File: config.mk
export PLATFORM = sky130hd
export DESIGN_NAME = cu_decode_pipe_flat
export DESIGN_NICKNAME = d
export VERILOG_FILES = /design/src/rtl/cu_pkg.sv /design/src/rtl/cu_decode_pipe_if.sv /design/src/rtl/cu_int_arbiter.sv /design/src/rtl/cu_decode_pipe.sv /design/src/flat_wrapper.sv
export SDC_FILE = /design/constraint.sdc
export NUM_CORES = 1
export LEC_CHECK = 0
export BUFFER_PORTS_ARGS = -buffer_cell sky130_fd_sc_hd__buf_2
export CORE_MARGIN = 2
export CORE_UTILIZATION = 46
export DETAILED_ROUTE_END_ITERATION = 10
export GPL_ROUTABILITY_DRIVEN = 0
export PLACE_DENSITY = 0.79
export SETUP_SLACK_MARGIN = 0.02
export SLEW_MARGIN = 20
export SYNTH_ARGS = -nofsm -noshare
export SYNTH_HDL_FRONTEND = slang
export SYNTH_HIERARCHICAL = 1
export SYNTH_SLANG_ARGS = --single-unit
File: constraint.sdc
create_clock -name CLK -period 2.5 [get_ports CLK]
set_input_delay 0.125 -clock CLK [delete_from_list [all_inputs] [get_ports CLK]]
set_output_delay 0.125 -clock CLK [all_outputs]
set_load 0.02 [all_outputs]
File: src/rtl/cu_pkg.sv
// Shared types for the pipelined control decoder: opcodes, select codes,
// the registered control bundle, FSM states and the decode table.
// Optional build macro: CU_RV32M_EN enables multiply/divide decode.
package cu_pkg;

  typedef enum logic [6:0] {
    OP_LUI    = 7'b0110111,
    OP_AUIPC  = 7'b0010111,
    OP_JAL    = 7'b1101111,
    OP_JALR   = 7'b1100111,
    OP_BRANCH = 7'b1100011,
    OP_LOAD   = 7'b0000011,
    OP_STORE  = 7'b0100011,
    OP_IMM    = 7'b0010011,
    OP_REG    = 7'b0110011,
    OP_SYSTEM = 7'b1110011
  } opcode_t;

  localparam logic [2:0] PC_NEXT   = 3'd0;
  localparam logic [2:0] PC_JALR   = 3'd1;
  localparam logic [2:0] PC_BRANCH = 3'd2;
  localparam logic [2:0] PC_JAL    = 3'd3;
  localparam logic [2:0] PC_TRAP   = 3'd4;
  localparam logic [2:0] PC_MEPC   = 3'd5;

  localparam logic [1:0] WR_PC4 = 2'd0;
  localparam logic [1:0] WR_CSR = 2'd1;
  localparam logic [1:0] WR_MEM = 2'd2;
  localparam logic [1:0] WR_ALU = 2'd3;

  localparam logic [3:0] ALU_ADD = 4'd0;
  localparam logic [3:0] ALU_LUI = 4'd9;

  localparam logic [31:0] MRET = 32'h30200073;

  typedef enum logic [1:0] {
    ST_RUN,
    ST_DRAIN,
    ST_TRAP
  } state_t;

  typedef struct packed {
    logic [3:0] alu_fun;
    logic       alu_scra;
    logic [1:0] alu_scrb;
    logic [1:0] rf_wr_sel;
    logic [2:0] pc_source;
    logic [2:0] br_cond;
    logic       reg_write;
    logic       mem_read;
    logic       mem_write;
    logic       is_mdu;
    logic [2:0] mdu_fun;
    logic       illegal;
    logic       int_taken;
    logic       is_mret;
  } ctrl_bundle_t;

  function automatic ctrl_bundle_t decode(
    input logic [31:0] instr
  );
    ctrl_bundle_t b;
    logic [6:0] op;
    logic [2:0] f3;
    logic [6:0] f7;
    b  = '0;
    op = instr[6:0];
    f3 = instr[14:12];
    f7 = instr[31:25];
    unique case (1'b1)
      (op == OP_LUI): begin
        b.alu_fun   = ALU_LUI;
        b.alu_scra  = 1'b1;
        b.rf_wr_sel = WR_ALU;
        b.reg_write = 1'b1;
      end
      (op == OP_AUIPC): begin
        b.alu_scra  = 1'b1;
        b.alu_scrb  = 2'd3;
        b.rf_wr_sel = WR_ALU;
        b.reg_write = 1'b1;
      end
      (op == OP_JAL): begin
        b.pc_source = PC_JAL;
        b.rf_wr_sel = WR_PC4;
        b.reg_write = 1'b1;
      end
      (op == OP_JALR): begin
        b.pc_source = PC_JALR;
        b.rf_wr_sel = WR_PC4;
        b.reg_write = 1'b1;
      end
      (op == OP_BRANCH): begin
        b.pc_source = PC_BRANCH;
        b.br_cond   = f3;
        b.illegal   = (f3 == 3'd2) || (f3 == 3'd3);
      end
      (op == OP_LOAD): begin
        b.alu_scrb  = 2'd1;
        b.rf_wr_sel = WR_MEM;
        b.mem_read  = 1'b1;
        b.reg_write = 1'b1;
      end
      (op == OP_STORE): begin
        b.alu_scrb  = 2'd2;
        b.mem_write = 1'b1;
      end
      (op == OP_IMM): begin
        b.alu_fun   = {(f3 == 3'd5) & f7[5], f3};
        b.alu_scrb  = 2'd1;
        b.rf_wr_sel = WR_ALU;
        b.reg_write = 1'b1;
      end
      (op == OP_REG): begin
        if (f7 == 7'b0000001) begin
`ifdef CU_RV32M_EN
          b.alu_fun   = {f7[5], f3};
          b.is_mdu    = 1'b1;
          b.mdu_fun   = f3;
          b.rf_wr_sel = WR_ALU;
          b.reg_write = 1'b1;
`else
          b.illegal   = 1'b1;
`endif
        end else begin
          b.alu_fun   = {f7[5], f3};
          b.rf_wr_sel = WR_ALU;
          b.reg_write = 1'b1;
        end
      end
      (op == OP_SYSTEM): begin
        b.alu_fun   = ALU_LUI;
        b.rf_wr_sel = WR_CSR;
        b.reg_write = 1'b1;
        b.pc_source = (f3 == 3'd0) ? PC_MEPC : PC_NEXT;
      end
      default: b.illegal = 1'b1;
    endcase
    b.is_mret = (instr == MRET);
    return b;
  endfunction

endpackage

File: src/rtl/cu_decode_pipe_if.sv
// Fetch-side and execute-side handshakes plus the control bundle fields.
// master: fetch/execute side; slave: the decode stage.
interface cu_decode_pipe_if #(
  parameter int NUM_INT = 4
);
  localparam int CAUSE_W =
    ($clog2(NUM_INT) > 0) ? $clog2(NUM_INT) : 1;

  logic               IN_VALID;
  logic               IN_READY;
  logic [31:0]        INSTR;
  logic               OUT_VALID;
  logic               OUT_READY;
  logic [3:0]         ALU_FUN;
  logic               ALU_SCRA;
  logic [1:0]         ALU_SCRB;
  logic [1:0]         RF_WR_SEL;
  logic [2:0]         PC_SOURCE;
  logic [2:0]         BR_COND;
  logic               REG_WRITE;
  logic               MEM_READ;
  logic               MEM_WRITE;
  logic               IS_MDU;
  logic [2:0]         MDU_FUN;
  logic               ILLEGAL;
  logic               INT_TAKEN;
  logic [CAUSE_W-1:0] INT_CAUSE;

  modport master (
    output IN_VALID, INSTR, OUT_READY,
    input  IN_READY, OUT_VALID, ALU_FUN, ALU_SCRA,
    input  ALU_SCRB, RF_WR_SEL, PC_SOURCE, BR_COND,
    input  REG_WRITE, MEM_READ, MEM_WRITE, IS_MDU,
    input  MDU_FUN, ILLEGAL, INT_TAKEN, INT_CAUSE
  );

  modport slave (
    input  IN_VALID, INSTR, OUT_READY,
    output IN_READY, OUT_VALID, ALU_FUN, ALU_SCRA,
    output ALU_SCRB, RF_WR_SEL, PC_SOURCE, BR_COND,
    output REG_WRITE, MEM_READ, MEM_WRITE, IS_MDU,
    output MDU_FUN, ILLEGAL, INT_TAKEN, INT_CAUSE
  );

endinterface

File: src/rtl/cu_int_arbiter.sv
// Fixed-priority interrupt encoder: index 0 wins.
// Ports: req in, any (nonzero request) out, cause (winning index) out.
module cu_int_arbiter #(
  parameter int NUM_INT = 4,
  parameter int CAUSE_W = 2
) (
  input  logic [NUM_INT-1:0] req,
  output logic               any,
  output logic [CAUSE_W-1:0] cause
);

  assign any = |req;

  always_comb begin
    cause = '0;
    for (int i = NUM_INT - 1; i >= 0; i--) begin
      if (req[i]) cause = CAUSE_W'(i);
    end
  end

endmodule

File: src/rtl/cu_decode_pipe.sv
// Registered decode stage with interrupt drain/trap sequencing.
// Ports: CLK, RST (sync high), FLUSH, INT_REQ, INT_EN, IN_TRAP, bus (slave).
// Optional build macro: CU_RV32M_EN enables multiply/divide decode.
module cu_decode_pipe
  import cu_pkg::*;
#(
  parameter int NUM_INT = 4,
  parameter int CAUSE_W =
    ($clog2(NUM_INT) > 0) ? $clog2(NUM_INT) : 1
) (
  input  logic               CLK,
  input  logic               RST,
  input  logic               FLUSH,
  input  logic [NUM_INT-1:0] INT_REQ,
  input  logic               INT_EN,
  output logic               IN_TRAP,
  cu_decode_pipe_if.slave    bus
);

  state_t             state_q;
  state_t             state_d;
  ctrl_bundle_t       out_q;
  ctrl_bundle_t       dec;
  ctrl_bundle_t       trap_b;
  logic               out_valid_q;
  logic [CAUSE_W-1:0] cause_q;
  logic [CAUSE_W-1:0] out_cause_q;
  logic               in_trap_q;
  logic [NUM_INT-1:0] masked;
  logic               any_req;
  logic [CAUSE_W-1:0] win;
  logic               drain_ok;
  logic               in_fire;
  logic               out_fire;

  assign masked = INT_REQ & {NUM_INT{INT_EN && !in_trap_q}};

  cu_int_arbiter #(
    .NUM_INT (NUM_INT),
    .CAUSE_W (CAUSE_W)
  ) u_arb (
    .req   (masked),
    .any   (any_req),
    .cause (win)
  );

  assign drain_ok = !out_valid_q || bus.OUT_READY;
  assign bus.IN_READY =
    (state_q == ST_RUN) && !any_req && drain_ok;
  assign in_fire  = bus.IN_VALID && bus.IN_READY;
  assign out_fire = out_valid_q && bus.OUT_READY;
  assign dec      = decode(bus.INSTR);

  always_comb begin
    trap_b           = '0;
    trap_b.int_taken = 1'b1;
    trap_b.pc_source = PC_TRAP;
  end

  always_comb begin
    state_d = state_q;
    unique case (state_q)
      ST_RUN:   if (any_req) state_d = ST_DRAIN;
      ST_DRAIN: if (drain_ok) state_d = ST_TRAP;
      ST_TRAP:  state_d = ST_RUN;
      default:  state_d = ST_RUN;
    endcase
  end

  always_ff @(posedge CLK) begin
    if (RST) begin
      state_q     <= ST_RUN;
      out_q       <= '0;
      out_valid_q <= 1'b0;
      cause_q     <= '0;
      out_cause_q <= '0;
      in_trap_q   <= 1'b0;
    end else begin
      state_q <= state_d;
      if (state_q == ST_RUN && any_req) cause_q <= win;
      // A flushed MRET never retires, so it cannot unmask.
      if (state_q == ST_TRAP)
        in_trap_q <= 1'b1;
      else if (out_fire && !FLUSH && out_q.is_mret)
        in_trap_q <= 1'b0;
      // TRAP only follows an empty or drained register.
      if (state_q == ST_TRAP) begin
        out_q       <= trap_b;
        out_cause_q <= cause_q;
        out_valid_q <= 1'b1;
      end else if (FLUSH) begin
        if (!out_q.int_taken || bus.OUT_READY)
          out_valid_q <= 1'b0;
      end else if (in_fire) begin
        out_q       <= dec;
        out_cause_q <= '0;
        out_valid_q <= 1'b1;
      end else if (out_fire) begin
        out_valid_q <= 1'b0;
      end
    end
  end

  assign IN_TRAP       = in_trap_q;
  assign bus.OUT_VALID = out_valid_q;
  assign bus.ALU_FUN   = out_q.alu_fun;
  assign bus.ALU_SCRA  = out_q.alu_scra;
  assign bus.ALU_SCRB  = out_q.alu_scrb;
  assign bus.RF_WR_SEL = out_q.rf_wr_sel;
  assign bus.PC_SOURCE = out_q.pc_source;
  assign bus.BR_COND   = out_q.br_cond;
  assign bus.REG_WRITE = out_q.reg_write;
  assign bus.MEM_READ  = out_q.mem_read;
  assign bus.MEM_WRITE = out_q.mem_write;
  assign bus.IS_MDU    = out_q.is_mdu;
  assign bus.MDU_FUN   = out_q.mdu_fun;
  assign bus.ILLEGAL   = out_q.illegal;
  assign bus.INT_TAKEN = out_q.int_taken;
  assign bus.INT_CAUSE = out_cause_q;

endmodule

File: src/flat_wrapper.sv
// flat-port wrapper written by rule: the top's interface ports become plain ports
module cu_decode_pipe_flat import cu_pkg::*;
#(
  parameter int NUM_INT = 4,
  parameter int CAUSE_W =
    ($clog2(NUM_INT) > 0) ? $clog2(NUM_INT) : 1
)
  (CLK, RST, FLUSH, INT_REQ, INT_EN, IN_TRAP, bus_IN_VALID, bus_INSTR, bus_OUT_READY, bus_IN_READY, bus_OUT_VALID, bus_ALU_FUN, bus_ALU_SCRA, bus_ALU_SCRB, bus_RF_WR_SEL, bus_PC_SOURCE, bus_BR_COND, bus_REG_WRITE, bus_MEM_READ, bus_MEM_WRITE, bus_IS_MDU, bus_MDU_FUN, bus_ILLEGAL, bus_INT_TAKEN, bus_INT_CAUSE);
  cu_decode_pipe_if #(.NUM_INT(NUM_INT)) bus_i ();
  input  logic CLK;
  input  logic RST;
  input  logic FLUSH;
  input  logic [NUM_INT-1:0] INT_REQ;
  input  logic INT_EN;
  output logic IN_TRAP;
  input wire logic [$bits(bus_i.IN_VALID)-1:0] bus_IN_VALID;
  input wire logic [$bits(bus_i.INSTR)-1:0] bus_INSTR;
  input wire logic [$bits(bus_i.OUT_READY)-1:0] bus_OUT_READY;
  output wire logic [$bits(bus_i.IN_READY)-1:0] bus_IN_READY;
  output wire logic [$bits(bus_i.OUT_VALID)-1:0] bus_OUT_VALID;
  output wire logic [$bits(bus_i.ALU_FUN)-1:0] bus_ALU_FUN;
  output wire logic [$bits(bus_i.ALU_SCRA)-1:0] bus_ALU_SCRA;
  output wire logic [$bits(bus_i.ALU_SCRB)-1:0] bus_ALU_SCRB;
  output wire logic [$bits(bus_i.RF_WR_SEL)-1:0] bus_RF_WR_SEL;
  output wire logic [$bits(bus_i.PC_SOURCE)-1:0] bus_PC_SOURCE;
  output wire logic [$bits(bus_i.BR_COND)-1:0] bus_BR_COND;
  output wire logic [$bits(bus_i.REG_WRITE)-1:0] bus_REG_WRITE;
  output wire logic [$bits(bus_i.MEM_READ)-1:0] bus_MEM_READ;
  output wire logic [$bits(bus_i.MEM_WRITE)-1:0] bus_MEM_WRITE;
  output wire logic [$bits(bus_i.IS_MDU)-1:0] bus_IS_MDU;
  output wire logic [$bits(bus_i.MDU_FUN)-1:0] bus_MDU_FUN;
  output wire logic [$bits(bus_i.ILLEGAL)-1:0] bus_ILLEGAL;
  output wire logic [$bits(bus_i.INT_TAKEN)-1:0] bus_INT_TAKEN;
  output wire logic [$bits(bus_i.INT_CAUSE)-1:0] bus_INT_CAUSE;
  assign bus_i.IN_VALID = bus_IN_VALID;
  assign bus_i.INSTR = bus_INSTR;
  assign bus_i.OUT_READY = bus_OUT_READY;
  assign bus_IN_READY = bus_i.IN_READY;
  assign bus_OUT_VALID = bus_i.OUT_VALID;
  assign bus_ALU_FUN = bus_i.ALU_FUN;
  assign bus_ALU_SCRA = bus_i.ALU_SCRA;
  assign bus_ALU_SCRB = bus_i.ALU_SCRB;
  assign bus_RF_WR_SEL = bus_i.RF_WR_SEL;
  assign bus_PC_SOURCE = bus_i.PC_SOURCE;
  assign bus_BR_COND = bus_i.BR_COND;
  assign bus_REG_WRITE = bus_i.REG_WRITE;
  assign bus_MEM_READ = bus_i.MEM_READ;
  assign bus_MEM_WRITE = bus_i.MEM_WRITE;
  assign bus_IS_MDU = bus_i.IS_MDU;
  assign bus_MDU_FUN = bus_i.MDU_FUN;
  assign bus_ILLEGAL = bus_i.ILLEGAL;
  assign bus_INT_TAKEN = bus_i.INT_TAKEN;
  assign bus_INT_CAUSE = bus_i.INT_CAUSE;
  cu_decode_pipe #(.NUM_INT(NUM_INT), .CAUSE_W(CAUSE_W)) u_core (.CLK(CLK), .RST(RST), .FLUSH(FLUSH), .INT_REQ(INT_REQ), .INT_EN(INT_EN), .IN_TRAP(IN_TRAP), .bus(bus_i));
endmodule
---- After elaboration in Yosys (flattened, before gate mapping) ----
Index checks and enable logic that the tools add are counted.
word-level totals
  input port bits ......................... 42
  output and inout bits ................... 29
  bits in registers ....................... 29
operators by class
  equality and inequality tests ........... 21
  muxes and demuxes ....................... 35
  bitwise logic cells ..................... 3
  reduce and logical (&&, ||, !) cells .... 33
operators with widths
  operator              number
  $mux 16               3
  $eq 32x30->1 const B  1
  $eq 7x7->1 const B    4
  $eq 7x6->1 const B    3
  $mux 2                10
  $eq 7x5->1 const B    2
  $mux 1                12
  $pmux 3 s4            1
  $pmux 4 s3            1
  $logic_and 1x1->1     8
  $pmux 2 s4            1
  $reduce_and 2->1      4
  $reduce_or 2->1       4
  $reduce_or 8->1       1
  $eq 7x1->1 const B    1
  $eq 7x2->1 const B    1
  $reduce_or 7->1       1
  $eq 3x2->1 const B    2
  $mux 3                2
  $ne 2x1->1 const B    3
  $pmux 2 s3            1
  $logic_not 1->1       5
  $and 4x4->4           1
  $mux 4                1
  16 further kinds      19

---- Logic depth before layout (Yosys ltp) ----
Gate-level depths: netlist of run 1.
  depth in word-level cells ............... 11
  depth in mapped cells ................... 10
  gate-level depth less buffers ........... 9

---- By module ----
Netlist of run 1, hierarchy kept.
modules (own cells, without submodules)
  module          times used  area each (um2)  cells each
  cu_decode_pipe  1           1587.8           205
  cu_int_arbiter  1           35.0             7

---- Least setup slack after synthesis of run 1 ----
Ideal clock, no wire load.
  path type ............................... reg-to-reg
  from .................................... register u_core.in_trap_q (netlist: u_core/IN_TRAP)
  to ...................................... register u_core.out_q (netlist bit u_core/bus.ALU_FUN[3])
  stages on the path, launching flop included .. 10
  period minus slack after synthesis ...... 2.104 ns
  setup slack ............................. 0.396 ns
  required time ........................... 2.426 ns
  path buffers ............................ 1
  arrival ................................. 2.030 ns
  setup time .............................. 0.074 ns
  path through ............................ dfxtp_1 nor2b_1 and2_1 nor2_1 nand2_1 nor3_2 nand4_1 buf_2 or4_1 o21ai_0
on the way
  word-level cells in the longest chain between the ends .. 9
ends and longest elaborated chain
  element                            line                  source
  from (decl)                        cu_decode_pipe.sv:28  logic in_trap_q;
  from (signal assigned)             cu_decode_pipe.sv:77  in_trap_q <= 1'b0;
  from (signal assigned)             cu_decode_pipe.sv:83  in_trap_q <= 1'b1;
  from (signal assigned)             cu_decode_pipe.sv:85  in_trap_q <= 1'b0;
  $logic_not 1->1                    cu_decode_pipe.sv:36  assign masked = INT_REQ & {NUM_INT{INT_EN && !in_trap_q}};
  $logic_and 1x1->1                  cu_decode_pipe.sv:36
  $and 4x4->4                        cu_decode_pipe.sv:36
  net u_core.masked[2]               cu_decode_pipe.sv:29  logic [NUM_INT-1:0] masked;
  $reduce_or 4->1                    cu_int_arbiter.sv:12  assign any = |req;
  net u_core.any_req                 cu_decode_pipe.sv:30  logic any_req;
  $logic_not 1->1                    cu_decode_pipe.sv:49  (state_q == ST_RUN) && !any_req && drain_ok;
  $logic_and 1x1->1 (2 in series)    cu_decode_pipe.sv:49
  $logic_and 1x1->1                  cu_decode_pipe.sv:50  assign in_fire = bus.IN_VALID && bus.IN_READY;
  $reduce_and 2->1 (no source line)  -
  to (signal assigned)               cu_decode_pipe.sv:88  out_q <= trap_b;
  to (decl)                          cu_decode_pipe.sv:22  ctrl_bundle_t out_q;
The timed path passes the listed nets, and every way through them passes these cells.
A chain may end at the register's enable or synchronous reset.

---- Worst setup path in the final report of run 1 ----
  from .................................... register u_core.in_trap_q (netlist: u_core/IN_TRAP)
  to ...................................... register u_core.out_q (netlist bit u_core/bus.ALU_FUN[1])
The elaborated chain is that of the path after synthesis.

==> impl_metrics.ini, run 1 <==
[outcome]
status = completed

[global_route]
grt.total_usage_pct = 20.3
grt_pass1_wl_mm = 6.65
grt_max_degree = 16
antenna_found_initial = 0
globalRouteOverflowTotal = 0
grt_pass1_vias = 1524

[route]
drc = 0
drt_first_pass_iters = 4
dr_total_vias = 1653
antenna_left = 0
via_per_inst = 5.33
drt_iter0_markers = 121
wl_per_cell_microns = 12.5
postRouteWirelength_mm = 3.88

[floorplanning]
die_h_microns = 63.4
num_rows = 21
core_area_sq_um = 3360
boundaryPins = 71
start_util_pct = 48.3
die_w_microns = 63.4
dieArea_sq_um = 4020

[sta]
rsz0062_at_grt = no
maxSlewViolCount = 0
tightest_slew_ns = 0.623
tns_ns = 0
setup_viol = 0
slew_headroom_pct = 58.1
fin_skew_ns = 0.00573
fmax_ghz = 0.445
hold_viol = 0
period_minus_slack_ns = 2.25
layout_worst_path_cycle_share_pct = 89.9

[final_layout]
nFillCells = 331
design_area_sq_um = 1940
layout.cells.non_filler = 310
area_growth_pct = 19.8
final_cell_mix = buf_2, dfxtp_1, a21oi_1, nand2_1, nor2_1
multiInputGateArea_sq_um = 850
antenna_cells = 0
seq_area_sq_um = 581
nets = 305
drive_above_1_share_pct = 31.1
final_common_cell = buf_2

[power]
combPwrFrac_pct = 17.2
p_total_w = 0.00107
p_sw_w = 0.000283
vdd_drop_max_v = 0.000376
leakage_nw = 0.839
powerDensity_nw_per_um2 = 551
seqPwrFrac_pct = 45.7
sw_frac_of_total_pct = 26.4
clkPwrFrac_pct = 37.1
p_int_w = 0.000788

[placement]
portBuffers = 66
dp.cells = 302
post_dp_cell_area_sq_um = 1860
dp.final_hpwl_mm = 2.99

[clocking]
htreeDepth = 2
cts-buffers-inserted = 5
worstSkewPairLatency_ns = 0.32
cts.sinks = 29
ctsResizeCount = 0
clk_pin_slew_ns = 0.09
cts_tree = yes
holdBufCountCts = 0
cts_root_buf = clkbuf_4
cts_buffer_depth = 2
post_cts_buffers = 0

[synth]
synth_edf_count = 0
synth_cell_types = 43
ys_async_sr_fraction_pct = 0
syn_area_sq_um = 1620
ys_seq_area_share_pct = 35.8
yosys_warnings = 6
avgSynthCellArea_sq_um = 7.65
ys.flop_type = dfxtp_1
synth_seq_cells = 29
synthCells = 212

[setup_path]
critical_path_class = reg2reg
crit_buf_inv = 0
cp.required_ns = 2.77
crit_family = simple AND/OR/NAND/NOR gates
crit_chain = nor2b_1 > and2_1 > nor2_1 > nand2_1 > nor3_2 > nand4_1 > or4_1 > nor2_1 > a22o_1
cp-end-kind = register
cp_slowest_cell = or4_1
r2r-start = u_core/IN_TRAP
crit_top_cell = nor2_1
arrival_ns = 2.51
critPathLaunchType = register
crit_start = u_core/IN_TRAP
slowest_delay_ns = 0.58
worstPathMaxFanout = 6

[flow_run]
maxCapViolations = 0

[min_path]
worstHoldStart = bus_INSTR[14]
min_path_type = in2reg
## state kept, by name, summed over array words and instances, names as in the netlist
signal	flops
u_core/bus.INT_CAUSE	2
u_core/bus.REG_WRITE	1
u_core/out_q	1
u_core/state_q	2
u_core/bus.MEM_READ	1
u_core/bus.PC_SOURCE	3
u_core/bus.RF_WR_SEL	2
u_core/bus.ALU_SCRB	2
u_core/bus.OUT_VALID	1
u_core/bus.INT_TAKEN	1
u_core/cause_q	2
u_core/bus.MEM_WRITE	1
u_core/bus.ILLEGAL	1
u_core/bus.BR_COND	3
u_core/IN_TRAP	1
u_core/bus.ALU_FUN	4
u_core/bus.ALU_SCRA	1
## area by class of cell
class | instances | area share, %
inverter | 5 | 0.965
tap | 46 | 2.96
timing repair buffer | 69 | 18.1
multi-input combinational | 153 | 43.7
clock inverter | 1 | 1.54
sequential | 29 | 29.9
clock buffer | 7 | 2.83
## per-stage QoR
stage	util, %	hold WS (ns)	worst slack (ns)
2_1_floorplan	-	0.251	0.396
5_1_grt	57.8	0.0898	0.0272
4_1_cts	57.8	0.0778	0.269
3_5_place_dp	55.3	0.412	0.284
6_report	57.8	0.0873	0.253
3_3_place_gp	55.3	0.406	0.422
## final timing paths
path	slack (ns)	depth (start not counted)	end
setup / recovery	0.25	9	u_core/bus.ALU_FUN[1]
hold / removal	0.09	2	u_core/bus.ALU_FUN[2]
setup reg to reg	0.25	9	u_core/bus.ALU_FUN[1]
hold reg to reg	0.45	2	u_core/bus.ALU_SCRB[1]
## worst register-to-register path, cell delays in order, from the launching register on
cell and delay [ns]:
dfxtp_1 0.36, nor2b_1 0.08, and2_1 0.16, nor2_1 0.14
nand2_1 0.15, nor3_2 0.18, nand4_1 0.27, or4_1 0.58
nor2_1 0.14, a22o_1 0.14
## kinds of logic (layout without fill, tap and decap cells)
kind of cell	count (synthesis)	in the layout	synth area share, %
other cells	1	4	0.231
xor+xnor	2	2	1.08
fa+ha+maj	1	1	0.617
mux	2	2	1.31
flops	29	29	35.8
simple gates	97	97	32.1
compound gates	47	47	16.3
buf+inv	33	82	12.6
## synthesized netlist by cell type (3+ instances only)
cell	n	area, sq um
buf_2	3	15.0
and2_1	5	31.3
dfxtp_1	29	581
o21ai_0	11	55.1
clkbuf_1	5	18.8
nand4_1	4	25.0
nand3_1	13	65.1
nand2_1	22	82.6
nand2b_1	5	31.3
nor2b_1	3	18.8
nor2_1	17	63.8
nor4_1	5	31.3
nor3_1	8	40.0
buf_4	18	135
inv_1	5	18.8
a21oi_1	23	115
a31oi_1	5	31.3
## power groups by stage
stage          clock network [W]  logic [W]  registers, W
2_1_floorplan                  0   0.000118      0.000505
3_3_place_gp                   0   0.000179      0.000500
3_5_place_dp                   0   0.000182      0.000501
4_1_cts                 0.000410   0.000182      0.000490
5_1_grt                 0.000428   0.000204      0.000492
6_report                0.000398   0.000184      0.000490
## layer usage
| layer | vias up | track usage (%) | routed length [microns] |
|---|---|---|---|
| met4 | 0 | 5.43 | 31 |
| met1 | 758 | 25.0 | 1720 |
| met2 | 59 | 34.6 | 1870 |
| li1 | 832 | - | - |
| met3 | 4 | 5.89 | 264 |
| met5 | - | 0 | 0 |
(Power assumes the default switching activity.)
==> run 2, diff against run 1 <==
Settings changed: ABC_AREA set to 1, PLACE_DENSITY 0.79 to 0.78.
==> run 2 against run 1 <==
  * Register-to-register slack improved by 0.41 ns
  * Via count increased by 6.2%
  * Critical path type unchanged
  * Sequential power grew 1%
  * Largest cell class unchanged
  * Area after synthesis increased by 6.3%
  * Largest power group unchanged
  * Highest routed layer unchanged
==> impl_metrics.ini, run 2 <==
[flow_run]
maxCapViolations = 0

[synth]
synthTopCellsByCount = nand2_1, nor2_1, inv_1
avgSynthCellArea_sq_um = 6.21
yosys-top-cells-area = dfxtp_1, nand2_1, nor2_1, inv_1, buf_4
synthCells = 278
synth_cell_types = 22
netlist.top_cell.by_area = dfxtp_1
yosys_warnings = 6
synth_seq_cells = 29
synth_top_area_share_pct = 33.6
yosysMostFrequentCell = nand2_1
ys_async_sr_fraction_pct = 0
ys.flop_type = dfxtp_1
ys_seq_area_share_pct = 33.6
syn_area_sq_um = 1730
synth_edf_count = 0

[floorplanning]
num_rows = 22
die_w_microns = 65.2
boundaryPins = 71
die_h_microns = 65.2
core_area_sq_um = 3630
start_util_pct = 47.5
dieArea_sq_um = 4260

[power]
leakage_nw = 1.10
powerDensity_nw_per_um2 = 513
p_total_w = 0.00105
vdd_drop_max_v = 0.000355

[clocking]
holdBufCountCts = 0
htreeDepth = 2
worstSkewPairLatency_ns = 0.28
post_cts_buffers = 0
cts-buffers-inserted = 5
ctsResizeCount = 0
cts_buffer_depth = 2
cts_tree = yes
cts_root_buf = clkbuf_8
clk_pin_slew_ns = 0.06
cts.sinks = 29

[setup_path]
crit_chain = inv_1 > nand2_1 > nor2_1 > inv_1 > nand4_1 > inv_1 > nand2_1 > nor2_2 > nand3_4 > inv_4 > o21ai_0 > inv_1 > a21oi_1
critical_path_class = reg2reg
slowest_delay_ns = 0.34
critPathLaunchType = register
cp_slowest_cell = dfxtp_1
worstPathMaxFanout = 24
crit_top_cell = inv_1
cp-end-kind = register
cp.required_ns = 2.67
arrival_ns = 2.01

[route]
wl_per_cell_microns = 9.95
postRouteWirelength_mm = 3.78
drt_iter0_markers = 58
antenna_left = 0
drc = 0
via_per_inst = 4.62
drt_first_pass_iters = 4
dr_total_vias = 1755

[final_layout]
design_area_sq_um = 2040
drive_above_1_share_pct = 24.1
final_cell_mix = buf_2, nand2_1, nor2_1, inv_1, dfxtp_1
final_common_cell = buf_2
area_growth_pct = 18.0
nets = 373
largest_register_ffs = 4
antenna_cells = 0

[global_route]
grt_pass1_vias = 1580
grt_pass1_wl_mm = 6.33
antenna_found_initial = 0
grt_max_degree = 25
globalRouteOverflowTotal = 0
grt.total_usage_pct = 19.2

[sta]
fmax_ghz = 0.543
hold_viol = 0
tns_ns = 0
setup_viol = 0
layout_worst_path_cycle_share_pct = 73.6
maxSlewViolCount = 0
rsz0062_at_grt = no
fin_skew_ns = 0.00486
setup_slack_ns = 0.660
period_minus_slack_ns = 1.84

[placement]
place_ws_ns = 0.656
dp.final_hpwl_mm = 2.98
post_dp_cell_area_sq_um = 1960
portBuffers = 66

[outcome]
status = completed

[min_path]
min_path_type = in2reg
==> run 2: critical path, delay by kind of cell (launching register included) <==
family                 cells  cell delay (ns)
and+or+nand+nor            6             0.70
buffers and inverters      5             0.50
DFF                        1             0.34
AOI/OAI and AO/OA          2             0.17
==> run 2: cells by family after synthesis <==
kind of cell | after synthesis | share of synthesized area (%)
AOI/OAI and AO/OA | 43 | 12.9
DFF | 29 | 33.6
and+or+nand+nor | 139 | 33.8
other | 1 | 0.217
buffers and inverters | 66 | 19.4
==> run 2: power by group <==
group	total, W	switching, W	internal [W]
logic	0.000191	0.000123	0.0000683
clock network	0.000356	0.000159	0.000197
registers	0.000497	0.0000131	0.000484
total	0.00105	0.000296	0.000749
==> run 2: worst paths after layout <==
| check | startpoint | endpoint | slack, ns | cells after the start |
|---|---|---|---|---|
| max | u_core/IN_TRAP | u_core/bus.ILLEGAL | 0.66 | 13 |
| min | bus_INSTR[14] | u_core/bus.BR_COND[2] | 0.14 | 3 |
| max reg2reg | u_core/IN_TRAP | u_core/bus.ILLEGAL | 0.66 | 13 |
| min reg2reg | u_core/bus.RF_WR_SEL[1] | u_core/bus.RF_WR_SEL[1] | 0.46 | 2 |
==> run 2: layer usage <==
metal	part of all wire [%]	global-route usage, %
met1	47	22.7
met2	45	31.6
met3	5.6	6.16
met4	2.0	8.85
met5	0	0
==> run 2: stage by stage <==
step	hold WS, ns	std cells	util (%)
after global placement	0.416	372	53.8
final	0.138	380	56.0
after CTS	0.128	380	56.0
after detailed placement	0.423	372	53.8
after floorplan	0.268	281	-
after global routing	0.136	380	56.0
==> run 2: area by class of cell <==
class | count | area (sq um)
tap | 48 | 60.1
multi-input combinational | 186 | 821
clock buffer | 8 | 80.1
timing repair buffer | 66 | 330
fill | 392 | 1600
inverter | 43 | 164
sequential | 29 | 581
